`src/rtl/argmax_row_scheduler.sv`:
```
// Argmax row scheduler: walks every node row of the result memory, scans
// each row element by element and records the winning class index per node.
module argmax_row_scheduler #(
  parameter int FEATURE_ROWS      = 6,
  parameter int WEIGHT_COLS       = 3,
  parameter int DOT_PROD_WIDTH    = 16,
  parameter int READ_LATENCY      = 1,
  parameter int COO_BW            = $clog2(FEATURE_ROWS),
  parameter int MAX_ADDRESS_WIDTH = 2
) (
  input  logic                                           clk,
  input  logic                                           reset,
  input  logic                                           start,
  input  logic [WEIGHT_COLS-1:0][DOT_PROD_WIDTH-1:0]     adj_fm_wm_row,
  output logic [COO_BW-1:0]                              read_row_arg,
  output logic                                           busy,
  output logic                                           done,
  output logic [FEATURE_ROWS-1:0][MAX_ADDRESS_WIDTH-1:0] max_addi_answer
);

  localparam int COL_W  = $clog2(WEIGHT_COLS) + 1;
  localparam int WAIT_W = $clog2(READ_LATENCY + 1) + 1;

  typedef enum logic [2:0] {IDLE, RD, SCAN, WRITE, DONE} state_t;

  state_t                                       state;
  state_t                                       state_next;
  logic [COL_W-1:0]                             col;
  logic [WAIT_W-1:0]                            wait_cnt;
  logic [WEIGHT_COLS-1:0][DOT_PROD_WIDTH-1:0]   row_buf;
  logic [DOT_PROD_WIDTH-1:0]                    best_val;
  logic [DOT_PROD_WIDTH-1:0]                    cur_val;
  logic [MAX_ADDRESS_WIDTH-1:0]                 best_idx;
  logic                                         rd_last;
  logic                                         scan_last;
  logic                                         row_last;

  // Terminal-count flags and the element currently under the scan pointer
  always_comb begin
    rd_last   = (wait_cnt == WAIT_W'(READ_LATENCY));
    scan_last = (col == COL_W'(WEIGHT_COLS - 1));
    row_last  = (read_row_arg == COO_BW'(FEATURE_ROWS - 1));
    cur_val   = '0;
    for (int unsigned i = 0; i < WEIGHT_COLS; i++) begin
      if (col == COL_W'(i)) cur_val = row_buf[i];
    end
  end

  // Next-state logic; start only matters in IDLE and DONE
  always_comb begin
    state_next = state;
    case (state)
      IDLE:    if (start) state_next = RD;
      RD:      if (rd_last) state_next = SCAN;
      SCAN:    if (scan_last) state_next = WRITE;
      WRITE:   state_next = row_last ? DONE : RD;
      DONE:    if (!start) state_next = IDLE;
      default: state_next = IDLE;
    endcase
  end

  // State register with busy/done registered from the next state
  always_ff @(posedge clk) begin
    if (reset) begin
      state <= IDLE;
      busy  <= 1'b0;
      done  <= 1'b0;
    end else begin
      state <= state_next;
      busy  <= (state_next == RD) || (state_next == SCAN) || (state_next == WRITE);
      done  <= (state_next == DONE);
    end
  end

  // Datapath: row address, read wait counter, row capture, scan and result file
  always_ff @(posedge clk) begin
    if (reset) begin
      read_row_arg    <= '0;
      wait_cnt        <= '0;
      col             <= '0;
      row_buf         <= '0;
      best_val        <= '0;
      best_idx        <= '0;
      max_addi_answer <= '0;
    end else begin
      case (state)
        IDLE: begin
          if (start) begin
            read_row_arg    <= '0;
            wait_cnt        <= '0;
            max_addi_answer <= '0;
          end
        end
        RD: begin
          if (rd_last) begin
            row_buf  <= adj_fm_wm_row;
            col      <= '0;
            wait_cnt <= '0;
          end else begin
            wait_cnt <= wait_cnt + WAIT_W'(1);
          end
        end
        SCAN: begin
          // strict compare keeps the lowest index on ties
          if ((col == '0) || (cur_val > best_val)) begin
            best_val <= cur_val;
            best_idx <= MAX_ADDRESS_WIDTH'(col);
          end
          col <= col + COL_W'(1);
        end
        WRITE: begin
          for (int unsigned i = 0; i < FEATURE_ROWS; i++) begin
            if (read_row_arg == COO_BW'(i)) max_addi_answer[i] <= best_idx;
          end
          if (!row_last) read_row_arg <= read_row_arg + COO_BW'(1);
          wait_cnt <= '0;
        end
        default: ;
      endcase
    end
  end

endmodule

```
`config.mk`:
```
export PLATFORM = sky130hd
export DESIGN_NAME = argmax_row_scheduler
export DESIGN_NICKNAME = d
export VERILOG_FILES = /design/src/rtl/argmax_row_scheduler.sv
export SDC_FILE = /design/constraint.sdc
export NUM_CORES = 1
export LEC_CHECK = 0
export CAP_MARGIN = 5
export CORE_UTILIZATION = 49
export CTS_CLUSTER_SIZE = 25
export DETAILED_ROUTE_END_ITERATION = 7
export PLACE_DENSITY = 0.88
export SLEW_MARGIN = 5
export SYNTH_ARGS = -nofsm -noshare
export SYNTH_HDL_FRONTEND = slang
export SYNTH_SLANG_ARGS = --single-unit
```
`constraint.sdc`:
```
create_clock -name clk -period 3.05 [get_ports clk]
set_input_delay 0.61 -clock clk [delete_from_list [all_inputs] [get_ports clk]]
set_output_delay 0.61 -clock clk [all_outputs]
set_load 0.01 [all_outputs]
```
Word level (Yosys, flattened, before mapping)
Index checks and enable logic that the tools add are counted.
- add/sub/neg operators: 3
- magnitude comparators: 1
- equal/unequal tests: 25
- mux-type cells: 25
- reductions and logical operators: 20
- operator list (kind ; number):
    two-way mux 16 bit ; 3
    two-way mux 3 bit ; 8
    one-hot mux 12 bit (2 select lines) ; 1
    equality test 3 x 2 -> 1 bit (second input constant) ; 7
    AND reduction 3 bit ; 7
    inequality test 2 bit (second input constant) ; 9
    > comparator 16 bit ; 1
    two-way mux 2 bit ; 8
    one-hot mux 3 bit (5 select lines) ; 1
    equality test 3 x 1 -> 1 bit (second input constant) ; 4
    equality test 3 bit (second input constant) ; 4
    two-way mux 12 bit ; 1
    one-hot mux 3 bit (2 select lines) ; 2
    zero test 3 bit ; 3
    AND reduction 2 bit ; 4
    adder 3 x 1 -> 3 bit (second input constant) ; 2
    one-hot mux 2 bit (3 select lines) ; 1
    nonzero test 2 bit ; 2
    logical OR 1 bit ; 3
    nonzero test 3 bit ; 1
    adder 2 x 1 -> 2 bit (second input constant) ; 1
    equality test 2 x 1 -> 1 bit (second input constant) ; 1
- register bits: 91
- output and inout port bits: 17
- word-level logic and storage cells: 91

Depth between registers and ports, before layout
Gate-level depths: netlist (run 1).
- depth in word-level cells: 7
- gate-level depth with buffers: 17

Worst setup path before layout (run 1)
OpenSTA, ideal clock, no wires.
- path type: reg2reg
- start: reg col[0]
- end: reg best_val[15]
- setup time: 59 ps
- arrival: 3035 ps
- required time: 2991 ps
- setup slack: -44 ps
- cell stages (with the launch flop): 18
- buffers on the path: 3
- period minus slack after synthesis: 3094 ps
- cells stage by stage: dfxtp_1 inv_1 ha_1 buf_6 clkbuf_1 nand2_1 nor2_1 a21oi_1 o21ai_0 and2_1 ha_1 a21o_1 nand3_1 a2111oi_4 a2111oi_2 nor4_2 buf_6 a22o_1
- cells in the longest elaborated chain, start to end: 7
- RTL lines (element ; RTL line ; source):
    from (decl) ; 28 ; logic [COL_W-1:0] col;
    from (signal assigned) ; 109 ; col <= col + COL_W'(1);
    zero test 3 bit ; 45 ; if (col == COL_W'(i)) cur_val = row_buf[i];
    two-way mux 16 bit (2 in a row) ; 45 ;
    two-way mux 16 bit * ; 45 ;
    via cur_val[5] ; 32 ; logic [DOT_PROD_WIDTH-1:0] cur_val;
    > comparator 16 bit * ; 105 ; if ((col == '0) || (cur_val > best_val)) begin
    logical OR 1 bit * ; 105 ;
    AND reduction 2 bit (no source line) * ; - ;
    to (signal assigned) ; 106 ; best_val <= cur_val;
    to (decl) ; 31 ; logic [DOT_PROD_WIDTH-1:0] best_val;
Mark *: on every way through the listed nets, which the timed path passes. The rest lies on a longest branch.
A chain may end at the register's enable or synchronous reset.

Final worst setup path (run 1)
- start: reg col[0]
- end: reg best_val[12]
The elaborated chain is that of the path after synthesis.

==> results of run 1 <==
[worst paths after layout]
path | depth (start not counted) | from | slack [ns] | endpoint
setup reg to reg | 17 | col[0] | -0.29 | best_val[12]
hold reg to reg | 2 | row_buf[12] | 0.47 | row_buf[12]
hold / removal | 2 | row_buf[12] | 0.47 | row_buf[12]
setup / recovery | 17 | col[0] | -0.29 | best_val[12]
[worst register-to-register path, stage by stage (launching register included)]
cell       delay, ns
dfxtp_4         0.38
inv_4           0.09
ha_4            0.18
clkbuf_16       0.17
nand2_1         0.06
nor2_1          0.21
a21oi_4         0.05
o21ai_2         0.18
and2_4          0.19
ha_4            0.21
nand4_4         0.19
buf_4           0.15
o221ai_2        0.13
a2111o_1        0.44
a21oi_4         0.23
buf_12          0.15
buf_16          0.12
a22o_1          0.14
[registers in the layout, summed over array words and instances, names as in the netlist]
| register | cells |
|---|---|
| done | 1 |
| col | 3 |
| row_buf | 48 |
| busy | 1 |
| best_idx | 2 |
| wait_cnt | 2 |
| state | 3 |
| read_row_arg | 3 |
| best_val | 16 |
| max_addi_answer | 12 |
[repair_timing]
item                       CTS  global route
hold buffers                 0             0
pin swaps                   13            37
gates cloned                 2             2
gates resized for setup     52            49
setup endpoints to repair   18            18
buffers inserted             9            11
[stage by stage]
stage / cells / total power, mW / hold slack [ns] / setup WS [ns] / util
floorplan: 550 / 1.380 / 0.4366 / 0.006273 / -
global placement: 719 / 1.484 / 0.4439 / -0.3032 / 0.6304
detailed placement: 719 / 1.491 / 0.4483 / -0.4105 / 0.6304
CTS: 746 / 2.327 / 0.4601 / -0.03621 / 0.6970
global route: 757 / 2.470 / 0.4890 / -0.3580 / 0.7319
finish: 757 / 2.410 / 0.4661 / -0.2852 / 0.7319
[synthesized netlist by cell type, types with 2 or more instances]
cell	n
a22oi_1	2
buf_6	3
o21ai_0	23
nand2_1	139
clkbuf_1	29
ha_1	25
and2_1	18
a32oi_1	3
nand2b_1	2
dfxtp_1	91
buf_1	2
nor2_1	42
a22o_1	15
nor3b_1	2
nand4_1	3
mux2i_1	8
a21oi_1	89
inv_1	22
nand3_1	4
nor3_1	3
nand3b_1	2
[cell type report]
cell class,instances,area share
clock buffers,11,0.02142
clock inverters,5,0.01020
inverters,23,0.01448
multi-input cells,401,0.4373
flip-flops and latches,91,0.2978
well taps,105,0.02142
repair buffers,121,0.1974
[layer usage]
| metal | share of wire | vias up | track usage |
|---|---|---|---|
| met5 | 0 | - | 0 |
| met4 | 0.086 | 0 | 0.2276 |
| met3 | 0.12 | 142 | 0.07346 |
| met2 | 0.45 | 457 | 0.5248 |
| met1 | 0.35 | 2231 | 0.3816 |
| li1 | - | 2039 | - |
[cell families after synthesis]
| family | after synthesis |
|---|---|
| adder cells (fa/ha/maj) | 25 |
| buffers and inverters | 58 |
| XOR/XNOR | 2 |
| flip-flops | 91 |
| AND/OR/NAND/NOR | 225 |
| multiplexers | 8 |
| AO/OA/AOI/OAI | 141 |
[power by group through the flow]
| stage | Sequential [mW] | Clock [mW] | Combinational (mW) |
|---|---|---|---|
| floorplan | 1.24 | 0 | 0.137 |
| global placement | 1.25 | 0 | 0.236 |
| detailed placement | 1.25 | 0 | 0.242 |
| CTS | 1.22 | 0.825 | 0.280 |
| global route | 1.23 | 0.888 | 0.354 |
| finish | 1.23 | 0.843 | 0.341 |
==> impl_metrics.ini, run 1 <==
[global_routing]
antenna_found_initial = 0
grt_pass1_vias = 4464
grt_overflow = 0
grt_pass1_wl_um = 22490
grtUsageTotal = 0.3255
grt_max_degree = 51

[logic_synthesis]
synth_top_family_by_area = simple AND/OR/NAND/NOR gates
syn-num-nets = 626
ys_types = 44
synthFlopType = dfxtp_1
yosysSeqAreaShare = 0.4202
netlist_area_mm2 = 0.004335
synth_edf_count = 0
synth_compound_area_frac = 0.1974
synth_simple_gate_area_frac = 0.2320
synthCells = 550
muxShareOfSynthArea = 0.01847
synth_top_area_cell = dfxtp_1
avgSynthCellArea_um2 = 7.883
yosys_warnings = 0
synth_adder_area_share = 0.07215
netlist_top_cells_area = dfxtp_1, nand2_1, a21oi_1, ha_1, nor2_1
ys_ff_latch = 91
synth_xor_area_frac = 0.004040
async_flop_share = 0
yosysTopAreaCellShare = 0.4202

[clock_tree]
clock_path_buffers = 2
clkSlewWorstSetupHoldPaths_ns = 0.09
cts_tree = built
numCtsBuffers = 9
h-tree-depth = 3
cts-root-buf = clkbuf_8
clock-sinks = 91
clkLatencyLatePin_ns = 0.38

[timing]
period_share = 1.094
period_needed_ns = 3.335
relSlewSlack = 0.5228
fin_ws_ns = -0.2852
hold_viol = 0
setup_tns_ns = -4.206
fmax_ghz = 0.2998
rsz0062_at_grt = yes
setup_violations = 18
finalMaxSlewViolations = 0
worst_pin_slew_ns = 0.7158
fin_skew_ns = 0.01161

[power]
switching_power_mw = 0.6510
power_density_mw_per_mm2 = 392.8
p_clk_frac = 0.350
irDropWorstVdd_mv = 0.3817
p_seq_frac = 0.509
p_sw_frac = 0.2701
p_int_mw = 1.759
combPwrFrac = 0.141
p_leak_nw = 2.243

[outcome]
violations = design-rule violations, negative setup slack
status = finished, violations left

[cells_and_area]
seq_area_mm2 = 0.001827
drive_gt1_frac = 0.2285
postLayoutCellArea_mm2 = 0.006135
fillers = 502
mostFrequentLayoutCell = nand2_1
area_delta_synth_final_pct = 41.50
multi_input_area_mm2 = 0.002683
final_cell_mix = nand2_1, dfxtp_1, a21oi_1
final_nets = 723
antenna_cells = 0

[worst_setup_path]
path_class = reg2reg
critical-path-slowest-cell = a2111o_1
worstPathCellList = inv_4, ha_4, clkbuf_16, nand2_1, nor2_1, a21oi_4, o21ai_2, and2_4, ha_4, nand4_4, buf_4, o221ai_2, a2111o_1, a21oi_4, buf_12, buf_16, a22o_1
endpoint_kind = register
slowest_delay_ns = 0.44
cpLargestDelayFamily = compound AO/OA/AOI/OAI gates
required_ns = 3.37
cp_data_arrival_time_ns = 3.65
path_buf_inv = 5
crit_fanout = 8
crit_path_start_kind = register

[route]
wl_per_cell_um = 22.00
route.detailed.drc = 5
viasPerCell = 6.432
wl_um = 16650
postRouteAntennaNets = 0
first_iter_violations = 669
via_count = 4869
first_pass_iters = 8

[die]
start_util = 0.5172
ioPinCount = 68
chipHeight_um = 96.06
num_rows = 33
die_x_um = 96.06
die-area_mm2 = 0.009228
core_area_mm2 = 0.008382

[place]
postPlaceCellArea_mm2 = 0.005284
gp_congestion = 0.8480
portBuffers = 67
post-dp-hpwl_um = 7481

[min_path]
hp-class = reg2reg

[job]
cap_viol_max_count = 0
No activity file was read; power rests on OpenSTA's default activity.
==> run 2: changes to the inputs <==
--- a/config.mk
+++ b/config.mk
@@ -5,6 +5,7 @@
 export SDC_FILE = /design/constraint.sdc
 export NUM_CORES = 1
 export LEC_CHECK = 0
+export ABC_CLOCK_PERIOD_IN_PS = 3050
 export CAP_MARGIN = 5
 export CORE_UTILIZATION = 49
 export CTS_CLUSTER_SIZE = 25
==> results of run 2 <==
Same layout as run 1: the final DEF is identical, and so are final timing and power.
